**config.mk**
```make
export PLATFORM = sky130hd
export DESIGN_NAME = tracked_reg_bank_flat
export DESIGN_NICKNAME = d
export VERILOG_FILES = /design/src/rtl/tracked_reg_bank_if.sv /design/src/rtl/tracked_reg_bank.sv /design/src/flat_wrapper.sv
export SDC_FILE = /design/constraint.sdc
export NUM_CORES = 1
export LEC_CHECK = 0
export ABC_CLOCK_PERIOD_IN_PS = 2630
export CORE_MARGIN = 2
export CORE_UTILIZATION = 47
export CTS_CLUSTER_DIAMETER = 30
export CTS_CLUSTER_SIZE = 12
export DETAILED_ROUTE_END_ITERATION = 10
export PLACE_DENSITY_LB_ADDON = 0.3
export SYNTH_ARGS = -nofsm -noshare
export SYNTH_HDL_FRONTEND = slang
export SYNTH_SLANG_ARGS = --single-unit
```
**constraint.sdc**
```tcl
create_clock -name clk -period 2.63 [get_ports clk]
set_input_delay 0.526 -clock clk [delete_from_list [all_inputs] [get_ports clk]]
set_output_delay 0.526 -clock clk [all_outputs]
set_load 0.01 [all_outputs]
```
**src/rtl/tracked_reg_bank_if.sv**
```systemverilog
// tracked_reg_bank_if: write/read/fill/error bus between a producer-consumer and the register bank
interface tracked_reg_bank_if #(
  parameter int WIDTH = 4,
  parameter int DEPTH = 8,
  parameter int AW    = $clog2(DEPTH)
);
  logic             wr_en;
  logic [AW-1:0]    wr_addr;
  logic [WIDTH-1:0] wr_data;
  logic             rd_req;
  logic [AW-1:0]    rd_addr;
  logic             rd_valid;
  logic [WIDTH-1:0] rd_data;
  logic             rd_en;
  logic             rd_unwritten;
  logic             fill_start;
  logic             busy;
  logic [DEPTH-1:0] written_mask;
  logic             err;
  logic             err_clr;
  modport master (
    output wr_en, wr_addr, wr_data, rd_req, rd_addr, fill_start, err_clr,
    input  rd_valid, rd_data, rd_en, rd_unwritten, busy, written_mask, err
  );
  modport slave (
    input  wr_en, wr_addr, wr_data, rd_req, rd_addr, fill_start, err_clr,
    output rd_valid, rd_data, rd_en, rd_unwritten, busy, written_mask, err
  );
endinterface

```
**src/rtl/tracked_reg_bank.sv**
```systemverilog
// tracked_reg_bank: register bank with per-entry written flags, write-first reads and a fill engine
module tracked_reg_bank #(
  parameter int               WIDTH         = 4,
  parameter int               DEPTH         = 8,
  parameter bit               FILL_ON_RESET = 1'b0,
  parameter logic [WIDTH-1:0] FILL_VAL      = '0,
  parameter int               AW            = $clog2(DEPTH)
) (
  input logic               clk,
  input logic               rst_n,
  tracked_reg_bank_if.slave bus
);
  typedef enum logic {IDLE, FILL} state_e;
  localparam logic [AW:0] DEPTH_W = (AW+1)'(DEPTH);
  state_e           state_q;
  logic [AW-1:0]    ptr_q;
  logic             auto_q;
  logic [WIDTH-1:0] mem_q [DEPTH];
  logic [DEPTH-1:0] written_q;
  logic             rd_valid_q;
  logic [WIDTH-1:0] rd_data_q;
  logic             rd_unw_q;
  logic             err_q;
  logic             idle;
  logic             wr_ok;
  logic             rd_in;
  logic             fwd;
  logic             rd_hit;
  logic [WIDTH-1:0] rd_data_d;
  logic             new_err;
  assign idle      = state_q == IDLE;
  assign wr_ok     = idle & bus.wr_en & ({1'b0, bus.wr_addr} < DEPTH_W);
  assign rd_in     = {1'b0, bus.rd_addr} < DEPTH_W;
  assign fwd       = wr_ok & (bus.wr_addr == bus.rd_addr);
  assign rd_hit    = rd_in & (fwd | written_q[bus.rd_addr]);
  assign rd_data_d = fwd ? bus.wr_data : rd_hit ? mem_q[bus.rd_addr] : '0;
  assign new_err   = idle & ((bus.wr_en & ~wr_ok) | (bus.rd_req & ~rd_hit));
  // auto_q arms the post-reset fill for exactly the first clock after release
  always_ff @(posedge clk or negedge rst_n) begin
    if (!rst_n) begin
      state_q    <= IDLE;
      ptr_q      <= '0;
      auto_q     <= FILL_ON_RESET;
      written_q  <= '0;
      rd_valid_q <= 1'b0;
      rd_data_q  <= '0;
      rd_unw_q   <= 1'b0;
      err_q      <= 1'b0;
    end else begin
      auto_q     <= 1'b0;
      rd_valid_q <= idle & bus.rd_req;
      err_q      <= new_err | (err_q & ~bus.err_clr);
      if (idle & bus.rd_req) begin
        rd_data_q <= rd_data_d;
        rd_unw_q  <= ~rd_hit;
      end
      if (idle) begin
        if (bus.fill_start | auto_q) begin
          state_q <= FILL;
          ptr_q   <= '0;
        end
        if (wr_ok) written_q[bus.wr_addr] <= 1'b1;
      end else begin
        written_q[ptr_q] <= 1'b1;
        ptr_q            <= ptr_q + 1'b1;
        if (ptr_q == AW'(DEPTH-1)) state_q <= IDLE;
      end
    end
  end
  always_ff @(posedge clk) begin
    if (!idle) mem_q[ptr_q] <= FILL_VAL;
    else if (wr_ok) mem_q[bus.wr_addr] <= bus.wr_data;
  end
  assign bus.busy         = ~idle;
  assign bus.written_mask = written_q;
  assign bus.rd_valid     = rd_valid_q;
  assign bus.rd_data      = rd_data_q;
  assign bus.rd_en        = rd_data_q[0];
  assign bus.rd_unwritten = rd_unw_q;
  assign bus.err          = err_q;
endmodule

```
**src/flat_wrapper.sv**
```systemverilog
// flat-port wrapper written by rule: the top's interface ports become plain ports
module tracked_reg_bank_flat 
#(
  parameter int               WIDTH         = 4,
  parameter int               DEPTH         = 8,
  parameter bit               FILL_ON_RESET = 1'b0,
  parameter logic [WIDTH-1:0] FILL_VAL      = '0,
  parameter int               AW            = $clog2(DEPTH)
)
  (clk, rst_n, bus_wr_en, bus_wr_addr, bus_wr_data, bus_rd_req, bus_rd_addr, bus_fill_start, bus_err_clr, bus_rd_valid, bus_rd_data, bus_rd_en, bus_rd_unwritten, bus_busy, bus_written_mask, bus_err);
  tracked_reg_bank_if #(.WIDTH(WIDTH), .DEPTH(DEPTH), .AW(AW)) bus_i ();
  input logic clk;
  input logic rst_n;
  input wire logic [$bits(bus_i.wr_en)-1:0] bus_wr_en;
  input wire logic [$bits(bus_i.wr_addr)-1:0] bus_wr_addr;
  input wire logic [$bits(bus_i.wr_data)-1:0] bus_wr_data;
  input wire logic [$bits(bus_i.rd_req)-1:0] bus_rd_req;
  input wire logic [$bits(bus_i.rd_addr)-1:0] bus_rd_addr;
  input wire logic [$bits(bus_i.fill_start)-1:0] bus_fill_start;
  input wire logic [$bits(bus_i.err_clr)-1:0] bus_err_clr;
  output wire logic [$bits(bus_i.rd_valid)-1:0] bus_rd_valid;
  output wire logic [$bits(bus_i.rd_data)-1:0] bus_rd_data;
  output wire logic [$bits(bus_i.rd_en)-1:0] bus_rd_en;
  output wire logic [$bits(bus_i.rd_unwritten)-1:0] bus_rd_unwritten;
  output wire logic [$bits(bus_i.busy)-1:0] bus_busy;
  output wire logic [$bits(bus_i.written_mask)-1:0] bus_written_mask;
  output wire logic [$bits(bus_i.err)-1:0] bus_err;
  assign bus_i.wr_en = bus_wr_en;
  assign bus_i.wr_addr = bus_wr_addr;
  assign bus_i.wr_data = bus_wr_data;
  assign bus_i.rd_req = bus_rd_req;
  assign bus_i.rd_addr = bus_rd_addr;
  assign bus_i.fill_start = bus_fill_start;
  assign bus_i.err_clr = bus_err_clr;
  assign bus_rd_valid = bus_i.rd_valid;
  assign bus_rd_data = bus_i.rd_data;
  assign bus_rd_en = bus_i.rd_en;
  assign bus_rd_unwritten = bus_i.rd_unwritten;
  assign bus_busy = bus_i.busy;
  assign bus_written_mask = bus_i.written_mask;
  assign bus_err = bus_i.err;
  tracked_reg_bank #(.WIDTH(WIDTH), .DEPTH(DEPTH), .FILL_ON_RESET(FILL_ON_RESET), .FILL_VAL(FILL_VAL), .AW(AW)) u_core (.clk(clk), .rst_n(rst_n), .bus(bus_i));
endmodule
```
==> results.md <==
* Max-slew violation count at 0
* Initial antenna violation count at 0
* Vias in the first global route at 1,371
* Clk_lat worst skew at 0.31 ns
* Post-synth ARST share at 37.3%
* Post-Route WL at 4.54 mm
* Kind of cell adding the most delay to the critical path: flip-flops
* Worst Path Arrival at 1.58 ns
* Post-CTS Setup Bufs at 0
* IO buf count at 32
* CP max FO at 17
* DIE WIDTH at 73.5 um
* Yosys reg bits at 51
* Area growth, synth to finish at 21.0%
* # rows at 25
* Syn avg cell area at 15.4 um^2
* Synth Instances at 147
* Design Power at 2.65 mW
* WS Path Type: register to output pin
* Pleak at 1.01 nW
* Hold buffers post-CTS at 0
* Die span in y at 73.5 um
* Core footprint at 4690 um^2
* Combinational share of power at 33.4%
* Post-synth EDFFs at 32
* Switch Pwr at 867 uW
* RSZ-0062 raised after global routing: no
* Type of origin of the critical path: register
* CP required at 2.10 ns
* Buf/Inv on CP at 1
* Tcrit/Tclk final at 79.9%
* Critical Path Sink Type: output pin
* R2R setup slack at 0.74 ns
* Final setup TNS at 0 ns
* Critical path depth at 1
* R2R Path End: u_core.bus.rd_data[3]
* Outcome: finished clean
* DR pass1 iterations at 4
* CTS Buf Count at 5
* Vias per cell at 5.61
* Crit-path cells: clkdlybuf4s50_1
* Sequential share of power at 48.6%
* Most used DFF post-synth: edfxtp_1
* Reg2reg path depth at 4
* Clk_skew at 0.00475 ns
* Hold WC Path Type: register to register
* Io pins at 33
* Max clock buf depth at 2
* Clock power share at 17.9%
* Final count of hold timing violations at 0
* Antenna Cells at 0
* Final setup vio count at 0
* H-Tree Depth at 2
* CTS tree: yes
* Remaining DRCs at 0
* Synth warnings at 0
* Critical R2R Launch: u_core.bus.busy
* GP Congestion at 0.864
* DP HPWL at 3.38 mm
* Pint at 1.78 mW
* Slew @ Worst Pin at 0.884 ns
* Die footprint at 5400 um^2
* Critical Path Max Stage Delay at 0.64 ns
* Crit. Startpoint: u_core.bus.busy
* Max IR drop VDD at 0.000578 V
* Gr usage total at 18.6%
* Vias at 1,352
* Drt wl/cell at 18.9 um
* Overflow after GRT at 0
* Seq/Total Area, Yosys at 63.3%
* CTS resizes at 0
* Share of post-route cells with drive strength above 1 at 22.5%
* Mapped cell area at 2270 um^2
* Root buffer cell: clkbuf_8
* Net Sw Frac at 32.7%
* Clk sinks at 51
* Crit path to: bus_busy
* Starting Density at 48.3%
* Pwr Density at 965 nW/um^2
* Syn nets at 165
* F_max at 0.476 GHz
* Post-synthesis cell type count at 35
* Largest net degree at the start of global routing at 20
* Final ANT Viol Nets at 0
* Final layout net count at 204
* First-pass GRT wire length at 7.22 mm
* Max-slew headroom at 40.9%
* Max cap viols at 0
* Clk slew on worst S/H paths at 0.09 ns
* CP max stage cell: dfrtp_1
* Minimum clock period at 2.10 ns
* Drt initial violations at 78
[cells by family (layout without fill, tap and decap cells)]
kind of cell    count (synthesis)  count (layout)  synth area share (%)
mux                            18              18                  13.9
compound gates                 18              18                  5.24
flops                          51              51                  63.3
buf+inv                        10              50                  2.98
fa+ha+maj                       2               2                  1.10
simple gates                   45              45                  12.3
xor+xnor                        3               3                  1.16
[metal layers]
metal	track usage, %	part of all wire (%)	routed length, um	vias to the layer above
li1	-	-	-	623
met4	7.07	2.2	99	0
met2	29.9	52	2360	30
met5	0	0	0	-
met3	4.80	3.9	176	11
met1	24.6	42	1910	688
[through the flow]
stage,hold slack [ns],instance area [um^2],setup WS [ns],cells,util (%)
2_1_floorplan,0.230,2270,0.814,147,-
6_report,0.510,2740,0.528,241,58.5
3_5_place_dp,0.483,2650,0.261,233,56.5
5_1_grt,0.530,2740,0.460,241,58.5
3_3_place_gp,0.476,2650,0.311,233,56.5
4_1_cts,0.511,2740,0.512,241,58.5
[synth_stat cells (2+ instances only)]
library cell / count / area, um^2
nor2_1: 11 / 41.3
o21ai_0: 3 / 15.0
dfrtp_1: 19 / 475
inv_1: 4 / 15.0
and2_1: 5 / 31.3
nor2b_1: 3 / 18.8
xor2_1: 3 / 26.3
or2_2: 8 / 50.1
nand2b_1: 3 / 18.8
mux4_2: 10 / 225
edfxtp_1: 32 / 961
nand3b_1: 5 / 37.5
a21oi_1: 9 / 45.0
ha_1: 2 / 25.0
nand3_1: 2 / 10.0
mux2i_1: 3 / 30.0
nand2_1: 3 / 11.3
buf_6: 2 / 22.5
mux2_2: 4 / 45.0
[worst min path at each step]
stage / cells past startpoint / slack [ns] / endpoint / startpoint
after floorplan: 0 / 0.23 / u_core.bus.busy / rst_n
after global placement: 2 / 0.48 / u_core.bus.rd_unwritten / u_core.bus.rd_unwritten
after detailed placement: 2 / 0.48 / u_core.bus.rd_unwritten / u_core.bus.rd_unwritten
after global routing: 1 / 0.53 / u_core.bus.written_mask[6] / u_core.bus.written_mask[6]
after CTS: 2 / 0.51 / u_core.bus.rd_unwritten / u_core.bus.rd_unwritten
final: 1 / 0.51 / u_core.bus.written_mask[6] / u_core.bus.written_mask[6]
[flip-flops by register name, indices dropped and copies added, names as in the netlist]
signal and flops:
u_core.ptr_q 3, u_core.bus.rd_valid 1, u_core.bus.written_mask 8, u_core.bus.busy 1
u_core.bus.err 1, u_core.bus.rd_unwritten 1, u_core.mem_q 32, u_core.bus.rd_data 4
[area by class of cell]
type                            instances  area [um^2]
Fill cell                             371         1950
Sequential cell                        51         1440
Multi-Input combinational cell         86          764
Timing Repair Buffer                   38          365
Clock buffer                            5         68.8
Tap cell                               54         67.6
Clock inverter                          3         26.3
Inverter                                4         15.0
[power by group through the flow]
| stage | clock [mW] | combinational, mW | sequential (mW) |
|---|---|---|---|
| floorplan | 0 | 0.517 | 1.29 |
| global placement | 0 | 0.845 | 1.29 |
| detailed placement | 0 | 0.887 | 1.31 |
| CTS | 0.479 | 0.895 | 1.29 |
| global route | 0.510 | 0.965 | 1.32 |
| finish | 0.475 | 0.885 | 1.29 |
[cell usage in the layout, fill, tap and decap left out]
cell type / synthesis / final
clkdlybuf4s50_1: 0 / 32
edfxtp_1: 32 / 32
dfrtp_1: 19 / 19
nor2_1: 11 / 11
mux4_2: 10 / 10
a21oi_1: 9 / 9
or2_2: 8 / 8
buf_4: 1 / 6
and2_1: 5 / 5
nand3b_1: 5 / 5
clkbuf_8: 1 / 5
inv_1: 4 / 4
mux2_2: 4 / 4
nor2b_1: 3 / 3
mux2i_1: 3 / 3
o21ai_0: 3 / 3
nand2b_1: 3 / 3
xor2_1: 3 / 3
nand2_1: 3 / 3
nand3_1: 2 / 2
ha_1: 2 / 2
inv_6: 0 / 2
or2b_4: 1 / 1
o22a_1: 1 / 1
nor4bb_1: 1 / 1
a31oi_1: 1 / 1
and3b_1: 1 / 1
o21a_1: 1 / 1
or2b_2: 1 / 1
mux2_4: 1 / 1
nor4_4: 1 / 1
o32ai_2: 1 / 1
o31ai_1: 1 / 1
o31ai_2: 1 / 1
clkinv_4: 0 / 1
No activity file was read; power rests on OpenSTA's default activity.
